## src/rtl/systolic_seq_ctrl.sv

```systemverilog
// Sequencer for a 4x4 systolic matrix-multiply job: clears the PE array, feeds operands,
// captures the 16 results into output memory and streams them out with a valid/ready handshake.
module systolic_seq_ctrl #(
    parameter int unsigned COMPUTE_CYCLES = 10
) (
    input  logic        clk,
    input  logic        rst,
    input  logic        start,
    output logic        pe_clear,
    output logic        feed_en,
    output logic [7:0]  feed_cycle,
    output logic        mem_w_en,
    output logic [4:0]  mem_read_addr,
    input  logic [15:0] mem_read_data,
    output logic        out_valid,
    output logic [15:0] out_data,
    input  logic        out_ready,
    output logic        out_last,
    output logic        busy,
    output logic        done
);

    typedef enum logic [2:0] {
        IDLE,
        CLEAR,
        COMPUTE,
        CAPTURE,
        DRAIN_ADDR,
        DRAIN_OUT,
        DONE
    } state_t;

    localparam logic [7:0] LAST_CYCLE = 8'(COMPUTE_CYCLES - 1);

    state_t     state;
    logic [7:0] cnt;
    logic [3:0] idx;

    // The read memory is registered, so the word is only valid while out_valid is high.
    assign out_data = out_valid ? mem_read_data : '0;

    // Outputs are registered: each transition loads the values belonging to the state being entered.
    always_ff @(posedge clk) begin
        if (rst) begin
            state         <= IDLE;
            cnt           <= '0;
            idx           <= '0;
            pe_clear      <= 1'b0;
            feed_en       <= 1'b0;
            feed_cycle    <= '0;
            mem_w_en      <= 1'b0;
            mem_read_addr <= '0;
            out_valid     <= 1'b0;
            out_last      <= 1'b0;
            busy          <= 1'b0;
            done          <= 1'b0;
        end else begin
            pe_clear      <= 1'b0;
            feed_en       <= 1'b0;
            feed_cycle    <= '0;
            mem_w_en      <= 1'b0;
            mem_read_addr <= '0;
            out_valid     <= 1'b0;
            out_last      <= 1'b0;
            done          <= 1'b0;
            case (state)
                IDLE: begin
                    if (start) begin
                        state    <= CLEAR;
                        pe_clear <= 1'b1;
                        busy     <= 1'b1;
                    end
                end
                CLEAR: begin
                    state      <= COMPUTE;
                    cnt        <= '0;
                    feed_en    <= 1'b1;
                    feed_cycle <= '0;
                end
                COMPUTE: begin
                    if (cnt == LAST_CYCLE) begin
                        state    <= CAPTURE;
                        mem_w_en <= 1'b1;
                        idx      <= '0;
                    end else begin
                        cnt        <= cnt + 8'd1;
                        feed_en    <= 1'b1;
                        feed_cycle <= cnt + 8'd1;
                    end
                end
                CAPTURE: begin
                    state         <= DRAIN_ADDR;
                    mem_read_addr <= {1'b0, idx};
                end
                DRAIN_ADDR: begin
                    state         <= DRAIN_OUT;
                    mem_read_addr <= {1'b0, idx};
                    out_valid     <= 1'b1;
                    out_last      <= (idx == 4'd15);
                end
                DRAIN_OUT: begin
                    if (!out_ready) begin
                        mem_read_addr <= {1'b0, idx};
                        out_valid     <= 1'b1;
                        out_last      <= (idx == 4'd15);
                    end else if (idx == 4'd15) begin
                        state <= DONE;
                        done  <= 1'b1;
                    end else begin
                        state         <= DRAIN_ADDR;
                        idx           <= idx + 4'd1;
                        mem_read_addr <= {1'b0, idx + 4'd1};
                    end
                end
                DONE: begin
                    state <= IDLE;
                    busy  <= 1'b0;
                end
                default: begin
                    state <= IDLE;
                    busy  <= 1'b0;
                end
            endcase
        end
    end

endmodule

```

## config.mk

```make
export PLATFORM = sky130hd
export DESIGN_NAME = systolic_seq_ctrl
export DESIGN_NICKNAME = d
export VERILOG_FILES = /design/src/rtl/systolic_seq_ctrl.sv
export SDC_FILE = /design/constraint.sdc
export NUM_CORES = 1
export LEC_CHECK = 0
export ABC_CLOCK_PERIOD_IN_PS = 1900
export CAP_MARGIN = 0
export CORE_ASPECT_RATIO = 1.5
export CORE_UTILIZATION = 39
export CTS_CLUSTER_SIZE = 14
export DETAILED_ROUTE_END_ITERATION = 7
export PLACE_DENSITY = 0.75
export SLEW_MARGIN = 10
export SYNTH_ARGS = -nofsm -noshare
export SYNTH_HDL_FRONTEND = slang
export SYNTH_SLANG_ARGS = --single-unit
```

## constraint.sdc

```tcl
create_clock -name clk -period 1.9 [get_ports clk]
set_input_delay 0.38 -clock clk [delete_from_list [all_inputs] [get_ports clk]]
set_output_delay 0.38 -clock clk [all_outputs]
set_load 0.005 [all_outputs]
```

==> results of run 1 <==
-- flip-flops by register name, summed over array words and instances (netlist names) --
name and flops:
pe_clear 1, done 1, busy 1, mem_read_addr 4
state 3, cnt 8, feed_cycle 8, out_valid 1
idx 4, feed_en 1, mem_w_en 1, out_last 1
-- worst paths after layout --
| kind | startpoint | end | slack (ps) | cells past startpoint |
|---|---|---|---|---|
| worst min-delay path | busy | busy | 490 | 1 |
| worst min register to register | busy | busy | 490 | 1 |
| worst max-delay path | mem_read_data[7] | out_data[7] | 70 | 3 |
| worst max register to register | cnt[0] | idx[3] | 110 | 5 |
-- critical path: stages --
cell and delay (ps):
clkdlybuf4s50_1 450, and2_1 120, clkdlybuf4s50_1 490
-- layout make-up --
class | instances | share of cell area, %
Clock buffer | 5 | 3.083
Clock inverter | 3 | 1.794
Inverter | 5 | 0.8408
Multi-Input combinational cell | 116 | 33.07
Sequential cell | 34 | 30.55
Tap cell | 43 | 2.410
Timing Repair Buffer | 66 | 28.25
-- kinds of logic (layout without fill, tap and decap cells) --
| logic type | count (synthesis) | in the layout | share of synthesized area, % |
|---|---|---|---|
| other cells | 1 | 1 | 0.2502 |
| xor+xnor | 5 | 5 | 2.922 |
| compound gates | 34 | 34 | 14.78 |
| fa+ha+maj | 3 | 3 | 2.504 |
| buf+inv | 12 | 79 | 5.342 |
| flops | 34 | 34 | 45.41 |
| simple gates | 73 | 73 | 28.80 |
-- synth_stat cells, drive strengths merged --
cell    number
o311ai       1
or3b         2
or2          3
nand3        9
or4b         2
buf          6
nand4b       1
inv          5
and3         1
o21ai        6
xor2         3
nand2        9
o22ai        2
o211ai       2
xnor2        2
nand2b       2
and4b        1
a32oi        1
nor3         5
ha           3
or3          4
nand4        2
nand3b       1
dfxtp       34
a21o         7
conb         1
nor3b        1
o211a        1
a21oi       12
nor2        12
a31o         2
clkbuf       1
and2        18
-- what timing repair did --
action,in CTS,in global routing
resized for setup,1,0
setup endpoints to repair,16,0
hold buffers,0,0
-- per-stage QoR --
step                      hold WS, ps  std cells  total power, uW
after floorplan                 460.2        162            827.3
after global placement          474.2        264            903.7
after detailed placement        476.2        264            905.2
after CTS                       491.5        272             1556
after global routing            500.5        272             1599
final                           487.0        272             1530
-- routing by layer --
layer / vias to the layer above / wire [um]
li1: 689 / -
met3: 10 / 222
met5: - / 0
met1: 621 / 1155
met4: 0 / 104
met2: 45 / 1701
-- where the power goes --
part / leakage (uW) / total, uW / switching, uW / internal (uW)
logic: 0.000562 / 148 / 55.5 / 92.1
clock network: 0.0000579 / 643 / 257 / 386
registers: 0.000276 / 740 / 12.6 / 727
total: 0.000896 / 1530 / 325 / 1200
==> out/qor.yml, run 1 <==
setup_violations: 0
end_kind: "primary output"
setup_tns_ps: 0
drt-wirelength-per-cell_um: 11.70
cts_tree: "done"
arrival_ps: 1450
n_fill_cell: 336
hold_viol_final: 0
dpl_worst_slack_ps: 62.27
irDropWorstVdd_mv: 0.6409
final.min_clock_period_ps: 1828
overflow: 0
cp-start-kind: "primary input"
met1_usage_pct: 14.60
top_usage_layer: "met2"
drv_cap: 0
fin_worst_skew_ps: 8.109
worstPathMaxFanout: 1
diodes: 0
cts_max_level: 2
firstDrtPassIters: 3
use_met2_pct: 31.39
clk_latency_ps: 290
clkSinkCount: 34
regArea_um2: 681.9
slew_violations: 0
clockBufferDepth: 2
ant_nets: 0
synth.distinct_cells: 41
fin_crit_sh_pct: 96.22
synth_top_area_share_pct: 45.41
fin_nets: 251
cts_root_buf: "clkbuf_8"
syn-num-nets: 185
drc: 0
synth_seq_cells: 34
worst_ep_required_time_ps: 1520
ys_seq_area_share_pct: 45.41
ys_warn_count: 0
ios: 56
antenna_found_initial: 0
stdcell_area_um2: 2232
place_hpwl_mm: 2.419
final_cell_mix: "clkdlybuf4s50_1, dfxtp_1, and2_1"
grt_pass1_vias: 1249
wl_mm: 3.182
dr.first_iter.drc_count: 10
die_y_um: 77.93
die_x_um: 52.62
p_per_area_nw_per_um2: 685.4
synth_area_um2: 1499
placed_area_um2: 2122
viasPerCell: 5.018
start_util_pct: 40.71
leakagePower_uw: 0.0008957
critPathKind: "primary input to primary output"
min_path_type: "flop to flop"
worst_slack_ps: 71.91
syn_avg_cell_area_um2: 9.253
die_area_um2: 4101
layout_commonest_cell: "clkdlybuf4s50_1"
rsz0062_at_grt: "no"
grt_pass1_wl_mm: 5.112
clock.fmax_mhz: 547.0
utilization_pct: 60.62
area_growth_pct: 48.91
drive_above_1_share_pct: 15.28
synth.area.top_cells: "dfxtp_1, and2_1, a21oi_1"
cts_buffers: 5
yosysTopAreaCell: "dfxtp_1"
port_buffers: 54
clk_transition_reported_paths_ps: 60
groute.usage.overall_pct: 16.90
place_congestion: 0.8580
vias: 1365
grt_max_degree: 18
post-cts-setup-buffers: 0
core-area_um2: 3682
gr-usage-met3_pct: 5.294
core.rowCount: 27
syn-instance-count: 162
multi_input_area_um2: 738.2
status: "finished clean"
Note: power is estimated with default switching activity, not from simulation.
==> run 2, diff against run 1 <==
PLACE_DENSITY = 0.83   (was 0.75)
==> run 2 against run 1 <==
  * Final cell count down 0.74%
  * Maximum frequency about the same
  * Die area unchanged
  * Largest power group unchanged
  * Global-route usage up 0.87 points
  * Total power about the same
  * Non-clock buffer count down 2
==> out/qor.yml, run 2 (synthesized netlist as in run 1, its figures left out) <==
status: "finished clean"
min_path_type: "flop to flop"
leakagePower_uw: 0.0008811  # -1.6%
clockBufferDepth: 2  # unchanged
clk_transition_reported_paths_ps: 70  # about the same
drt-wirelength-per-cell_um: 12.31  # +5.2%
arrival_ps: 1450  # about the same
end_kind: "primary output"
fin_worst_skew_ps: 8.570  # +0.4610 ps
ff2ff_path_depth: 5  # unchanged
die_x_um: 52.62  # unchanged
dr.first_iter.drc_count: 19  # +9
fin_crit_sh_pct: 96.29  # about the same
grt_pass1_wl_mm: 5.457  # +6.7%
area_growth_pct: 47.75
post-cts-setup-buffers: 0  # unchanged
core.rowCount: 27  # unchanged
grt_pass1_vias: 1360  # +8.9%
drc: 0  # unchanged
cts_resized: 1  # unchanged
utilization_pct: 60.14  # -0.48 points
whs_ps: 493.3  # +6.271 ps
rrSetupSlack_ps: 110  # about the same
irDropWorstVdd_mv: 0.6047  # -5.6%
antenna_found_initial: 0  # unchanged
ios: 56  # unchanged
clock.fmax_mhz: 546.6  # about the same
stdcell_area_um2: 2215  # -0.78%
grt_max_degree: 18  # unchanged
p_per_area_nw_per_um2: 690.4  # +0.73%
port_buffers: 54  # unchanged
setup_tns_ps: 0  # unchanged
worst_ep_required_time_ps: 1520  # about the same
regArea_um2: 681.9  # unchanged
regToRegStartpoint: "cnt[0]"
total_power_uw: 1529  # about the same
final_cell_mix: "clkdlybuf4s50_1, dfxtp_1, and2_1"
ant_nets: 0  # unchanged
setup_violations: 0  # unchanged
clk_latency_ps: 290  # about the same
layout_commonest_cell: "clkdlybuf4s50_1"
clkSinkCount: 34  # unchanged
groute.usage.overall_pct: 17.78  # +0.87 points
overflow: 0  # unchanged
fin_nets: 249  # -0.80%
largest_registers: "cnt (8), feed_cycle (8)"
whs_endpoint: "busy"
whs_path_depth: 1  # unchanged
firstDrtPassIters: 4  # +1
core-area_um2: 3682  # unchanged
n_fill_cell: 342  # +1.8%
die_area_um2: 4101  # unchanged
hold_viol_final: 0  # unchanged
crit_start: "mem_read_data[1]"
rsz0062_at_grt: "no"
worstPathMaxFanout: 1  # unchanged
drv_cap: 0  # unchanged
place_hpwl_mm: 2.546  # +5.3%
cp-start-kind: "primary input"
cts_max_level: 2  # unchanged
drive_above_1_share_pct: 13.66  # -1.6 points
placed_area_um2: 2107  # -0.71%
start_util_pct: 40.71  # unchanged
cts_buffers: 5  # unchanged
vias: 1408  # +3.2%
diodes: 0  # unchanged
viasPerCell: 5.215  # +3.9%
ctsHoldBuffers: 0  # unchanged
cts_root_buf: "clkbuf_8"
wl_mm: 3.323  # +4.4%
cts_tree: "done"
place_congestion: 0.7900  # -7.9%
slew_violations: 0  # unchanged
multi_input_area_um2: 738.2  # unchanged
timing.rr.end: "idx[3]"
min-delay-start: "busy"
die_y_um: 77.93  # unchanged
critPathKind: "primary input to primary output"
final.min_clock_period_ps: 1830  # +1.455 ps
[run 2: where the power goes]
group          internal, uW  switching (uW)  leakage [uW]
clock network           392             248     0.0000524
logic                  91.9            56.1      0.000553
registers               727            14.0      0.000276
[run 2: worst max-delay path, stage by stage]
cell and delay, ps:
clkdlybuf4s50_1 450, and2_1 120, clkdlybuf4s50_1 500
[run 2: area by class of cell]
type / instances / area share, %
Clock inverter: 1 / 1.356
Clock buffer: 7 / 3.446
Inverter: 5 / 0.8475
Multi-Input combinational cell: 116 / 33.33
Timing Repair Buffer: 64 / 27.80
Sequential cell: 34 / 30.79
Tap cell: 43 / 2.429
[run 2: worst max path at each step]
| stage | slack [ps] | to |
|---|---|---|
| 2_1_floorplan | 110 | idx[3] |
| 3_3_place_gp | 60 | out_data[12] |
| 3_5_place_dp | 40 | idx[2] |
| 4_1_cts | 60 | out_data[1] |
| 5_1_grt | 20 | out_data[12] |
| 6_report | 70 | out_data[1] |
[run 2: metal layers]
metal	global-route usage, %	up-vias	routed length (um)
met1	14.42	650	1110
met4	10.79	0	83
met2	34.30	62	1827
met3	5.098	9	302
li1	-	687	-
met5	0	-	0
[run 2: metrics by stage]
| step | std cells | setup slack [ps] |
|---|---|---|
| after floorplan | 162 | 109.6 |
| after global placement | 262 | 64.44 |
| after detailed placement | 262 | 41.12 |
| after CTS | 270 | 59.67 |
| after global routing | 270 | 20.30 |
| final | 270 | 70.46 |
==> run 3, diff against run 2 <==
ABC_CLOCK_PERIOD_IN_PS = 2300   (was 1900)
CORE_UTILIZATION = 47   (was 39)
PLACE_DENSITY = 0.92   (was 0.83)
clock period = 2.3 ns   (was 1.9 ns; I/O delays follow)
==> run 3 against run 2 <==
  * Die area down 17%
  * Hold slack got worse by 9.4 ps
  * Register-to-register slack better by 250 ps
  * Via count shrank 1.8%
  * Combinational power fell by 28%
  * Largest cell class unchanged
  * Highest routed layer unchanged
==> out/qor.yml, run 3 (synthesized netlist as in run 1, its figures left out) <==
status: "finished clean"
area_growth_pct: 42.07
post-cts-setup-buffers: 0  # unchanged
groute.usage.overall_pct: 18.88  # +1.1 points
cts_tree: "done"
final.min_clock_period_ps: 1993
ios: 56  # unchanged
setup_tns_ps: 0  # unchanged
end_kind: "primary output"
antenna_found_initial: 0  # unchanged
die_area_um2: 3424  # -17%
fin_nets: 240  # -3.6%
layout_commonest_cell: "clkdlybuf4s50_1"
vias: 1383  # -1.8%
worst_pin_slew_ps: 546.1
ctsHoldBuffers: 0  # unchanged
whs_endpoint: "busy"
cts_root_buf: "clkbuf_8"
rrSetupSlack_ps: 360  # +250 ps
n_fill_cell: 232  # -32%
multi_input_area_um2: 738.2  # unchanged
stdcell_area_um2: 2130  # -3.8%
drc: 0  # unchanged
port_buffers: 54  # unchanged
final_cell_mix: "clkdlybuf4s50_1, dfxtp_1, and2_1"
rsz0062_at_grt: "no"
irDropWorstVdd_mv: 0.5671  # -6.2%
cts_max_level: 2  # unchanged
slew_violations: 0  # unchanged
clk_transition_reported_paths_ps: 60  # about the same
clkSinkCount: 34  # unchanged
cts_resized: 0  # -1
worst_ep_required_time_ps: 1840  # +320 ps
grt_pass1_wl_mm: 4.629  # -15%
overflow: 0  # unchanged
arrival_ps: 1530  # +80 ps
grt_pass1_vias: 1255  # -7.7%
die_x_um: 48.11  # -8.6%
whs_ps: 483.8  # -9.437 ps
core.rowCount: 24  # -11%
fin_worst_skew_ps: 11.94  # +3.375 ps
worst_slew_margin_rel_pct: 63.21
ff2ff_path_depth: 5  # unchanged
drv_cap: 0  # unchanged
hold_viol_final: 0  # unchanged
critPathKind: "primary input to primary output"
clk_latency_ps: 290  # about the same
cp-start-kind: "primary input"
leakagePower_uw: 0.0008285  # -6.0%
timing.rr.end: "cnt[5]"
fin_crit_sh_pct: 86.66
regArea_um2: 680.7  # -0.18%
drt-wirelength-per-cell_um: 11.97  # -2.7%
placed_area_um2: 2034  # -3.4%
dr.first_iter.drc_count: 31  # +12
largest_registers: "cnt (8), feed_cycle (8)"
die_y_um: 71.17  # -8.7%
firstDrtPassIters: 4  # unchanged
ant_nets: 0  # unchanged
clock.fmax_mhz: 501.7
viasPerCell: 5.381  # +3.2%
core-area_um2: 2973  # -19%
min_path_type: "flop to flop"
setup_violations: 0  # unchanged
clockBufferDepth: 2  # unchanged
grt_max_degree: 18  # unchanged
diodes: 0  # unchanged
worstPathMaxFanout: 1  # unchanged
min-delay-start: "busy"
total_power_uw: 1173  # -23%
whs_path_depth: 1  # unchanged
drive_above_1_share_pct: 10.55  # -3.1 points
place_congestion: 0.8020  # +1.5%
utilization_pct: 71.63  # +11 points
regToRegStartpoint: "cnt[0]"
cts_buffers: 5  # unchanged
place_hpwl_mm: 2.279  # -10%
start_util_pct: 50.42  # +9.7 points
wl_mm: 3.077  # -7.4%
p_per_area_nw_per_um2: 550.6  # -20%
-- run 3: worst max path at each step --
stage / startpoint / endpoint / cells after the start
finish: mem_read_data[5] / out_data[5] / 3
global route: out_valid / out_data[5] / 2
CTS: mem_read_data[5] / out_data[5] / 3
detailed placement: mem_read_data[5] / out_data[5] / 3
global placement: mem_read_data[5] / out_data[5] / 3
floorplan: cnt[0] / idx[3] / 5
-- run 3: where the power goes --
| part | switching, uW | internal (uW) | leakage (uW) |
|---|---|---|---|
| combinational | 40.0 | 67.1 | 0.000506 |
| sequential | 15.0 | 601 | 0.000275 |
| clock | 210 | 240 | 0.0000472 |
| total | 265 | 908 | 0.000829 |
-- run 3: area by class of cell --
class	count	area share [%]
clock buffer	6	3.878
sequential	34	31.96
inverter	5	0.8813
multi-input combinational	116	34.67
tap	39	2.291
clock inverter	2	0.5875
timing repair buffer	55	25.73
-- run 3: per-stage QoR --
stage	instances	worst slack, ps
after floorplan	162	509.6
after global placement	249	285.3
after detailed placement	249	288.5
after CTS	257	284.8
after global routing	257	205.5
final	257	306.8
-- run 3: routing by layer --
metal	GRT usage, %	vias to the layer above	routed length (um)
met3	7.398	9	280
met1	15.05	638	1103
met2	34.38	62	1634
met5	0	-	0
met4	11.42	0	58
li1	-	674	-
-- run 3: worst max-delay path, cell delays in order --
cell	delay, ps
clkdlybuf4s50_1	450
and2_1	130
clkdlybuf4s50_1	490
